`src/rtl/des_key_sched.sv`:
```
// Time-multiplexed DES key schedule: PC-1 on key load, per-round C/D rotation, PC-2 on output.
// Emits one subkey per sk handshake, K1..KN (encrypt) or KN..K1 (decrypt); first subkey one cycle after key accept.
module des_key_sched #(
  parameter int ROUNDS       = 16,
  parameter bit PARITY_CHECK = 1'b1
) (
  input  logic        clk,
  input  logic        rst_n,
  input  logic [63:0] key_in,
  input  logic        decrypt,
  input  logic        key_valid,
  output logic        key_ready,
  input  logic        abort,
  output logic [47:0] sk_out,
  output logic [3:0]  sk_round,
  output logic        sk_last,
  output logic        sk_valid,
  input  logic        sk_ready,
  output logic        busy,
  output logic        parity_err
);

  typedef enum logic {IDLE, GEN} state_t;

  localparam logic [3:0] LAST_ROUND = 4'(ROUNDS - 1);

  // Table entries are FIPS 46-3 bit numbers (1 = MSB of the source vector).
  localparam int PC1 [56] = '{
    57, 49, 41, 33, 25, 17,  9,  1, 58, 50, 42, 34, 26, 18,
    10,  2, 59, 51, 43, 35, 27, 19, 11,  3, 60, 52, 44, 36,
    63, 55, 47, 39, 31, 23, 15,  7, 62, 54, 46, 38, 30, 22,
    14,  6, 61, 53, 45, 37, 29, 21, 13,  5, 28, 20, 12,  4
  };

  localparam int PC2 [48] = '{
    14, 17, 11, 24,  1,  5,  3, 28, 15,  6, 21, 10,
    23, 19, 12,  4, 26,  8, 16,  7, 27, 20, 13,  2,
    41, 52, 31, 37, 47, 55, 30, 40, 51, 45, 33, 48,
    44, 49, 39, 56, 34, 53, 46, 42, 50, 36, 29, 32
  };

  function automatic logic [55:0] pc1(input logic [63:0] k);
    logic [55:0] r;
    r = '0;
    for (int i = 0; i < 56; i++) begin
      r[55-i] = k[64-PC1[i]];
    end
    return r;
  endfunction

  function automatic logic [47:0] pc2(input logic [55:0] cd);
    logic [47:0] r;
    r = '0;
    for (int i = 0; i < 48; i++) begin
      r[47-i] = cd[56-PC2[i]];
    end
    return r;
  endfunction

  // Shift amount for 0-based round index r: 1 for rounds 1, 2, 9, 16, else 2.
  function automatic logic shift_two(input logic [4:0] r);
    logic two;
    case (r)
      5'd0, 5'd1, 5'd8, 5'd15: two = 1'b0;
      default:                 two = (r < 5'd16);
    endcase
    return two;
  endfunction

  function automatic logic [27:0] rotl(input logic [27:0] x, input logic two);
    return two ? {x[25:0], x[27:26]} : {x[26:0], x[27]};
  endfunction

  function automatic logic [27:0] rotr(input logic [27:0] x, input logic two);
    return two ? {x[1:0], x[27:2]} : {x[0], x[27:1]};
  endfunction

  function automatic logic parity_bad(input logic [63:0] k);
    logic bad;
    bad = 1'b0;
    for (int b = 0; b < 8; b++) begin
      bad = bad | ~^k[8*b +: 8];
    end
    return bad;
  endfunction

  state_t      state_q, state_d;
  logic [27:0] c_q, d_q;
  logic [3:0]  round_q;
  logic        dec_q;
  logic        parity_q;
  logic        last_i;
  logic        take_key;
  logic        advance;
  logic [55:0] cd0;
  logic [4:0]  round_nxt;

  assign cd0       = pc1(key_in);
  assign round_nxt = {1'b0, round_q} + 5'd1;
  assign last_i    = (!dec_q && round_q == LAST_ROUND) || (dec_q && round_q == 4'd0);

  assign take_key = (state_q == IDLE) && key_valid;
  assign advance  = (state_q == GEN) && !abort && sk_ready && !last_i;

  always_ff @(posedge clk or negedge rst_n) begin
    if (!rst_n) begin
      state_q <= IDLE;
    end else begin
      state_q <= state_d;
    end
  end

  // abort outranks the subkey handshake, so the presented subkey is dropped.
  always_comb begin
    state_d = state_q;
    case (state_q)
      IDLE: if (key_valid) state_d = GEN;
      GEN: begin
        if (abort)                  state_d = IDLE;
        else if (sk_ready && last_i) state_d = IDLE;
      end
      default: state_d = IDLE;
    endcase
  end

  // Decrypt starts from the unrotated C0/D0: the 16 shifts total 28, so C16/D16 == C0/D0.
  always_ff @(posedge clk or negedge rst_n) begin
    if (!rst_n) begin
      c_q      <= '0;
      d_q      <= '0;
      round_q  <= '0;
      dec_q    <= 1'b0;
      parity_q <= 1'b0;
    end else if (take_key) begin
      if (decrypt) begin
        c_q     <= cd0[55:28];
        d_q     <= cd0[27:0];
        round_q <= LAST_ROUND;
      end else begin
        c_q     <= rotl(cd0[55:28], shift_two(5'd0));
        d_q     <= rotl(cd0[27:0], shift_two(5'd0));
        round_q <= 4'd0;
      end
      dec_q    <= decrypt;
      parity_q <= PARITY_CHECK ? parity_bad(key_in) : 1'b0;
    end else if (advance) begin
      if (dec_q) begin
        c_q     <= rotr(c_q, shift_two({1'b0, round_q}));
        d_q     <= rotr(d_q, shift_two({1'b0, round_q}));
        round_q <= round_q - 4'd1;
      end else begin
        c_q     <= rotl(c_q, shift_two(round_nxt));
        d_q     <= rotl(d_q, shift_two(round_nxt));
        round_q <= round_nxt[3:0];
      end
    end
  end

  // key_ready is held low while reset is asserted so no key is offered into a resetting block.
  assign key_ready  = (state_q == IDLE) && rst_n;
  assign sk_valid   = (state_q == GEN);
  assign busy       = (state_q == GEN);
  assign sk_last    = (state_q == GEN) && last_i;
  assign sk_out     = pc2({c_q, d_q});
  assign sk_round   = round_q;
  assign parity_err = parity_q;

endmodule

```
`config.mk`:
```
export PLATFORM = sky130hd
export DESIGN_NAME = des_key_sched
export DESIGN_NICKNAME = d
export VERILOG_FILES = /design/src/rtl/des_key_sched.sv
export SDC_FILE = /design/constraint.sdc
export NUM_CORES = 1
export LEC_CHECK = 0
export ABC_AREA = 1
export BUFFER_PORTS_ARGS = -buffer_cell sky130_fd_sc_hd__buf_2
export CORE_ASPECT_RATIO = 1.2
export CORE_MARGIN = 4
export CORE_UTILIZATION = 35
export DETAILED_ROUTE_END_ITERATION = 7
export GPL_ROUTABILITY_DRIVEN = 0
export PLACE_DENSITY_LB_ADDON = 0.25
export SYNTH_ARGS = -nofsm -noshare
export SYNTH_HDL_FRONTEND = slang
export SYNTH_SLANG_ARGS = --single-unit
```
`constraint.sdc`:
```
create_clock -name clk -period 2.55 [get_ports clk]
set_clock_uncertainty 0.05 [all_clocks]
set_input_delay 0.51 -clock clk [delete_from_list [all_inputs] [get_ports clk]]
set_output_delay 0.51 -clock clk [all_outputs]
set_load 0.02 [all_outputs]
```
Yosys cells after proc, flatten, opt, wreduce, memory -nomap -nowiden
Cells that the tools add are included.

Register bits after elaboration: 63. Output and inout port bits: 57. Logic and storage cells: 77.

Add/subtract/negate cells: 2. Order comparisons: 1. Eq/ne operators: 6. Multiplexer cells: 28. Bitwise operators: 8. Reduce and logical (&&, ||, !) cells: 26.

Operator list (number): 28-bit two-way mux (12); 8-bit XNOR reduction (8); 4-bit two-way mux (4); 1-bit two-way mux (11); 5-bit by 4-bit == test with 1-bit output, second input constant (2); 1-bit logical AND (9); 4-bit == test, second input constant (2); 4-bit OR reduction (2); 1-bit OR (7); 4-bit by 1-bit adder with 5-bit output, second input constant (1); 5-bit by 1-bit == test with 1-bit output, second input constant (1); 5-bit logical NOT (1); 5-bit less-than comparator, second input constant (1); 4-bit by 1-bit == test with 1-bit output, second input constant (1); 4-bit logical NOT (1); 4-bit by 1-bit subtractor with 4-bit output, second input constant (1); 1-bit logical NOT (3); 1-bit case mux with 2 select lines (1); 2-bit nonzero test (1); 1-bit logical OR (1); 1-bit NOT (1).

Logic depth before layout (Yosys ltp)
Gate-level depths: netlist of run 1.

Depth in word-level cells: 11. Mapped depth: 13.

Worst setup path after synthesis of run 1
Ideal clock, no wire load.

Path kind: register to register. Start: register round_q[0], in the netlist sk_round[0]. End: register round_q[0], in the netlist sk_round[0]. Data arrival time: 1.843 ns. Required time: 2.358 ns. Setup slack: 0.515 ns. Stages on the path, launching flop included: 13. Buffers on the path: 2. Period minus slack after synthesis: 2.035 ns. Cell sequence: dfrtp_1 -> inv_1 -> ha_1 -> nand4_1 -> o21ai_2 -> nor2_2 -> nand2_2 -> nand2_2 -> inv_2 -> buf_6 -> buf_4 -> nand2_1 -> o211ai_1.

Cells in the longest elaborated chain, start to end: 6. Elaborated cells between the ends (all ways): 13. Those cells by class: add/sub: 2; eq/ne: 1; mux: 3; reduce/logical: 7.

RTL lines: start: declaration (line 89) `logic [3:0] round_q;`; start signal: assignment (line 150) `round_q <= round_q - 4'd1;`; start signal: assignment (line 154) `round_q <= round_nxt[3:0];`; parallel branches: the longest is 6 deep, another holds 4-bit by 1-bit adder with 5-bit output.

Several ways; the timed one is not identified. The select of a mux whose other input is x is not followed. A chain may end at the register's enable or synchronous reset.

Final worst setup path of run 1
Start: register round_q[0], in the netlist sk_round[0]. End: output sk_last.

Cells in the longest elaborated chain, start to end: 4. Elaborated cells between the ends (all ways): 6. Those cells by class: eq/ne: 1; reduce/logical: 5.

RTL lines: 4-bit == test or 4-bit logical NOT (tied branches) (line 100) `assign last_i = (!dec_q && round_q == LAST_ROUND) || (dec_q && round_q == 4'd0);`; 1-bit logical AND (line 100); 1-bit logical OR * (line 100); 1-bit logical AND * (line 163) `assign sk_last = (state_q == GEN) && last_i;`; end: declaration (line 16) `output logic sk_last,`.

Every way passes the cells marked *; elsewhere a longest branch is shown, timed or not.

==> results.json, run 1 <==
{
  "run_status": "finished clean",
  "clkTransAtPathRegs_ns": 0.06,
  "synth.distinct_cells": 25,
  "hold_class": "in2async",
  "synth.most_common_cell": "sky130_fd_sc_hd__nand2_1",
  "hold_buffers": 0,
  "layout-drive-gt1-share_pct": 14.00,
  "globalRouteOverflowTotal": 0,
  "cts_root_buf": "sky130_fd_sc_hd__clkbuf_16",
  "grt_pass1_wl_mm": 39.59,
  "cts_setup_buffers": 0,
  "crit_arrival_ns": 1.71,
  "number_of_fill_cells": 2229,
  "cts_buffers": 9,
  "timing.final.crit_share_pct": 89.14,
  "globalRoute.busiestLayer": "met2",
  "power.net_switching_w": 0.006250,
  "synth_area_um2": 7053,
  "cts_tree": "built",
  "io_pins": 127,
  "critical_path_class": "reg2out",
  "wire_per_inst_um": 16.04,
  "die-area_um2": 22500,
  "drt-pass1-iter-count": 5,
  "placeableCoreArea_um2": 19690,
  "timing.critical_path.from_type": "register",
  "cts-resized-gates": 0,
  "r2r-end": "d_q[13]",
  "initial_antenna_violation_count": 1,
  "synth_sequential_area_ratio_pct": 22.35,
  "timing.final.hold_violations": 0,
  "drcViolationCount": 0,
  "worst_slew_pin_slew_ns": 0.9717,
  "clkPwrFrac_pct": 11.9,
  "portBuffers": 126,
  "synth_top_area_share_pct": 25.17,
  "total_setup_violations_reported_at_the_end_of_the_flow": 0,
  "die-width_um": 137.6,
  "power_report.internal_total_w": 0.004954,
  "postRouteAntennaNets": 0,
  "syn-num-nets": 1319,
  "netlist_instances": 1243,
  "post_synth.cell_area_avg_um2": 5.674,
  "crit_path_max_fanout": 10,
  "timing.rr.start": "sk_round[0]",
  "drt-total-wl_mm": 24.72,
  "vias_per_cell": 5.128,
  "yosysTopAreaCell": "sky130_fd_sc_hd__nand2_1",
  "pin_count_of_the_biggest_net_entering_global_routing": 75,
  "via_count_of_the_first_global_routing_pass": 7326,
  "fin_nets": 1350,
  "number_of_flops_mapped_to_enable_cells_by_yosys": 0,
  "grt.met1_usage_pct": 30.63,
  "timing.critical_path.required_ns": 1.99,
  "max-cap-violations": 0,
  "most_used_standard_cells_in_the_synthesized_netlist": "sky130_fd_sc_hd__nand2_1 (473), sky130_fd_sc_hd__nand3_1 (177), sky130_fd_sc_hd__nor2_1 (125)",
  "fmaxAchievable_ghz": 0.4399,
  "grt_util_all_layers_pct": 22.18,
  "via_count": 7903,
  "synth_seq_cells": 63,
  "flow.area_growth_from_synthesis_pct": 10.87,
  "worstSetupEndpointType": "primary output",
  "finalCriticalPeriod_ns": 2.273,
  "timing.final.max_slew_violations": 0,
  "max_slew_margin_pct": 35.22,
  "switching_share_pct": 55.79,
  "met2_usage_pct": 35.08,
  "worst_skew_pair.late_latency_ns": 0.35,
  "yosys-top-cells-area": "sky130_fd_sc_hd__nand2_1 (25%), sky130_fd_sc_hd__dfrtp_1 (22%), sky130_fd_sc_hd__nand3_1 (13%)",
  "ys.warnings.count": 0,
  "placement_rows": 56,
  "pwr-share-seq_pct": 21.1,
  "p_leak_nw": 4.175,
  "synth_flop_cell": "sky130_fd_sc_hd__dfrtp_1",
  "timing.setup.tns_ns": 0,
  "grtUsageMet3_pct": 3.450,
  "clock_sinks": 63,
  "place_hpwl_mm": 16.59,
  "worst-r2r-setup-slack_ns": 0.37,
  "ir_worst_vdd_mv": 0.5993,
  "floorplan.initialDensity_pct": 35.82,
  "die_height_um": 163.5,
  "rsz_0062_raised_after_global_routing": "false",
  "detail_route.iter0.violations": 621,
  "number_of_buffers_on_the_longest_clock_path": 2,
  "hold-worst-slack_ns": 0.3708,
  "relative_contribution_of_combinational_cells_to_total_power_pct": 66.9,
  "worst_r2r_path_depth": 10,
  "htreeDepth": 3,
  "ratio_of_total_power_to_cell_area_nw_per_um2": 1433,
  "synth-async-reset-ratio_pct": 100.0
}
==> cell usage in the layout (no fill, tap or decap), types with 4 or more instances in the layout <==
| cell | synthesis | routed |
|---|---|---|
| sky130_fd_sc_hd__nand2_2 | 3 | 4 |
| sky130_fd_sc_hd__nand4_1 | 4 | 4 |
| sky130_fd_sc_hd__ha_1 | 6 | 6 |
| sky130_fd_sc_hd__buf_2 | 23 | 126 |
| sky130_fd_sc_hd__nor2_1 | 125 | 125 |
| sky130_fd_sc_hd__xnor2_1 | 34 | 34 |
| sky130_fd_sc_hd__nand2_1 | 473 | 471 |
| sky130_fd_sc_hd__xor2_1 | 21 | 21 |
| sky130_fd_sc_hd__clkinv_1 | 28 | 28 |
| sky130_fd_sc_hd__a21oi_1 | 112 | 112 |
| sky130_fd_sc_hd__dfrtp_1 | 63 | 62 |
| sky130_fd_sc_hd__buf_4 | 58 | 15 |
| sky130_fd_sc_hd__inv_2 | 3 | 4 |
| sky130_fd_sc_hd__buf_12 | 0 | 7 |
| sky130_fd_sc_hd__inv_1 | 52 | 51 |
| sky130_fd_sc_hd__clkbuf_16 | 0 | 9 |
| sky130_fd_sc_hd__nand3_1 | 177 | 177 |
| sky130_fd_sc_hd__o21ai_0 | 4 | 4 |
==> power groups by stage <==
| stage | combinational (W) | clock, W | sequential, W |
|---|---|---|---|
| floorplan | 0.00626 | 0 | 0.00211 |
| global placement | 0.00744 | 0 | 0.00238 |
| detailed placement | 0.00753 | 0 | 0.00238 |
| CTS | 0.00755 | 0.00137 | 0.00237 |
| global route | 0.00854 | 0.00140 | 0.00247 |
| finish | 0.00750 | 0.00134 | 0.00237 |
==> worst max path at each step <==
| stage | slack (ns) | startpoint | endpoint | cells after the start |
|---|---|---|---|---|
| 3_3_place_gp | 0.46 | sk_round[0] | c_q[20] | 10 |
| 6_report | 0.28 | sk_round[0] | sk_last | 7 |
| 5_1_grt | 0.14 | sk_round[0] | sk_last | 6 |
| 4_1_cts | 0.27 | sk_round[0] | sk_last | 6 |
| 2_1_floorplan | 0.51 | sk_round[0] | sk_round[0] | 12 |
| 3_5_place_dp | 0.38 | sk_round[0] | d_q[13] | 10 |
==> layer usage <==
metal / wire length [µm] / part of all wire [%] / vias up
li1: - / - / 3912
met1: 10860 / 44 / 3672
met2: 11440 / 46 / 279
met3: 1818 / 7.4 / 40
met4: 600 / 2.4 / 0
met5: 0 / 0 / -
==> registers in the layout, summed over array words and instances, names as in the netlist <==
| signal | cells |
|---|---|
| busy | 1 |
| c_q | 28 |
| d_q | 28 |
| dec_q | 1 |
| parity_err | 1 |
| sk_round | 4 |
==> cell families after synthesis <==
kind of cell	share of synthesized area (%)
simple gates	45.56
buf+inv	15.36
compound gates	8.835
flops	22.35
xor+xnor	6.830
fa+ha+maj	1.064
==> critical path, stage by stage, from the launching register on <==
cell	delay [ns]
sky130_fd_sc_hd__dfrtp_1	0.48
sky130_fd_sc_hd__inv_1	0.17
sky130_fd_sc_hd__ha_1	0.21
sky130_fd_sc_hd__nand4_1	0.12
sky130_fd_sc_hd__o21ai_2	0.10
sky130_fd_sc_hd__inv_1	0.05
sky130_fd_sc_hd__nor2_1	0.07
sky130_fd_sc_hd__buf_2	0.16
==> layout make-up <==
type                       instances  area [µm²]  share of cell area, %
clock inverter                     3       40.04                 0.5120
clock buffer                      13       270.3                  3.456
tap                              261       326.6                  4.176
inverter                          83       311.5                  3.984
multi-input combinational        969        4408                  56.37
antenna                            1       2.502                0.03200
sequential                        63        1578                  20.18
timing repair buffer             148       883.3                  11.30
==> through the flow <==
step | power [W] | cell area (µm²) | util [%] | setup slack, ns | cells
floorplan | 0.008372 | 7053 | - | 0.5149 | 1243
global placement | 0.009822 | 7507 | 38.13 | 0.4617 | 1524
detailed placement | 0.009903 | 7507 | 38.13 | 0.3774 | 1524
CTS | 0.01128 | 7818 | 39.71 | 0.2664 | 1540
global route | 0.01241 | 7820 | 39.72 | 0.1385 | 1541
finish | 0.01120 | 7820 | 39.72 | 0.2769 | 1541
(Power assumes the default switching activity.)
==> run 2, diff against run 1 <==
- PLACE_DENSITY: unset -> 0.54
- PLACE_DENSITY_LB_ADDON: 0.25 -> unset
==> results.json, run 2 (synthesis gave the netlist of run 1 again) <==
{
  "rsz_0062_raised_after_global_routing": "false",
  "worst_r2r_path_depth": 10,
  "seq_area_um2": 1578,
  "number_of_fill_cells": 2199,
  "place_hpwl_mm": 17.01,
  "timing.final.hold_violations": 0,
  "layout.cells.most_common": "sky130_fd_sc_hd__nand2_1",
  "ratio_of_total_power_to_cell_area_nw_per_um2": 1435,
  "crit_path_max_fanout": 8,
  "antenna-diode-count": 0,
  "die-area_um2": 22500,
  "clock_sinks": 63,
  "worst_skew_pair.late_latency_ns": 0.35,
  "grt_util_all_layers_pct": 22.37,
  "detail_route.iter0.violations": 592,
  "placeableCoreArea_um2": 19690,
  "cts_buffers": 9,
  "critical_path_class": "reg2out",
  "globalRouteOverflowTotal": 0,
  "initial_antenna_violation_count": 0,
  "number_of_buffers_on_the_longest_clock_path": 2,
  "placedCellCount": 1526,
  "max_slew_margin_pct": 38.85,
  "placement_rows": 56,
  "drt-total-wl_mm": 25.08,
  "drt-pass1-iter-count": 5,
  "timing.critical_path.required_ns": 1.99,
  "cts_tree": "built",
  "timing.final.max_slew_violations": 0,
  "portBuffers": 126,
  "htreeDepth": 3,
  "cts_setup_buffers": 0,
  "cts-resized-gates": 0,
  "crit_arrival_ns": 1.72,
  "total_setup_violations_reported_at_the_end_of_the_flow": 0,
  "fin_nets": 1352,
  "worstSetupEndpointType": "primary output",
  "hold_class": "in2async",
  "clkTransAtPathRegs_ns": 0.06,
  "max-cap-violations": 0,
  "postRouteAntennaNets": 0,
  "worst_slew_pin_slew_ns": 0.9172,
  "pin_count_of_the_biggest_net_entering_global_routing": 64,
  "io_pins": 127,
  "final_cell_count_no_fill": 1541,
  "via_count": 7900,
  "via_count_of_the_first_global_routing_pass": 7196,
  "fmaxAchievable_ghz": 0.4386,
  "final_core_util_pct": 39.79,
  "die-width_um": 137.6,
  "timing.final.crit_share_pct": 89.42,
  "layout-drive-gt1-share_pct": 13.98,
  "vias_per_cell": 5.127,
  "run_status": "finished clean",
  "grt_pass1_wl_mm": 39.94,
  "die_height_um": 163.5,
  "floorplan.initialDensity_pct": 35.82,
  "timing.critical_path.from_type": "register",
  "finalCriticalPeriod_ns": 2.280,
  "flow.area_growth_from_synthesis_pct": 11.09,
  "hold_buffers": 0,
  "drcViolationCount": 0,
  "timing.setup.tns_ns": 0,
  "layout_common_cells": "sky130_fd_sc_hd__nand2_1 (471), sky130_fd_sc_hd__nand3_1 (177), sky130_fd_sc_hd__buf_2 (126)",
  "cts_root_buf": "sky130_fd_sc_hd__clkbuf_16",
  "wire_per_inst_um": 16.27,
  "multiInputGateArea_um2": 4408,
  "p_leak_nw": 4.180,
  "ir_worst_vdd_mv": 0.8487
}
==> run 2: cell count changes in the layout (fill, tap and decap cells not counted) <==
cell,change
sky130_fd_sc_hd__buf_12,+2
sky130_fd_sc_hd__clkinv_2,-2
sky130_fd_sc_hd__bufinv_16,-1
sky130_fd_sc_hd__clkbuf_1,+1
sky130_fd_sc_hd__clkbuf_8,+1
sky130_fd_sc_hd__clkinv_1,+1
sky130_fd_sc_hd__diode_2,-1
sky130_fd_sc_hd__inv_1,-1
==> run 2: final cells by class <==
cell class                      instances  share of cell area (%)
Clock buffer                           15                   3.673
Inverter                               83                   3.976
Multi-Input combinational cell        969                   56.26
Sequential cell                        63                   20.14
Tap cell                              261                   4.168
Timing Repair Buffer                  150                   11.79
==> run 2: worst paths after layout <==
check                           slack [ns]         from           to
worst max-delay path                  0.27  sk_round[1]      sk_last
worst min-delay path                  0.36        rst_n  sk_round[3]
worst max register to register        0.36  sk_round[0]       d_q[7]
worst min register to register        0.53   parity_err   parity_err
max in group asynchronous             1.46        rst_n        dec_q
min in group clk                      0.48     sk_ready  sk_round[0]
==> run 2: stage by stage <==
stage	total power (W)	setup WS, ns	instance area (µm²)	hold WS, ns
2_1_floorplan	0.008372	0.5149	7053	0.1644
3_3_place_gp	0.009964	0.3980	7547	0.4978
3_5_place_dp	0.01001	0.3498	7547	0.5097
4_1_cts	0.01131	0.2517	7835	0.4028
5_1_grt	0.01241	0.1001	7835	0.4591
6_report	0.01124	0.2699	7835	0.3627
==> run 2: critical path: stages, from the launching register on <==
cell and delay [ns]:
sky130_fd_sc_hd__dfrtp_1 0.47, sky130_fd_sc_hd__inv_1 0.18, sky130_fd_sc_hd__ha_1 0.21, sky130_fd_sc_hd__nand4_1 0.12
sky130_fd_sc_hd__o21ai_2 0.10, sky130_fd_sc_hd__inv_1 0.06, sky130_fd_sc_hd__nor2_1 0.08, sky130_fd_sc_hd__buf_2 0.16
==> run 2: per-layer routing <==
layer | share of wire, % | up-vias | wire length (µm) | track usage, %
li1 | - | 3920 | - | -
met4 | 1.4 | 0 | 348 | 5.581
met1 | 45 | 3715 | 11300 | 31.29
met2 | 47 | 245 | 11800 | 36.06
met3 | 6.5 | 20 | 1634 | 3.296
met5 | 0 | - | 0 | 0
==> run 2: power breakdown <==
part / internal [W] / leakage, nW / switching (W) / total [W]
clock: 0.000761 / 0.142 / 0.000484 / 0.00124
combinational: 0.00269 / 3.34 / 0.00494 / 0.00763
sequential: 0.00150 / 0.697 / 0.000867 / 0.00237
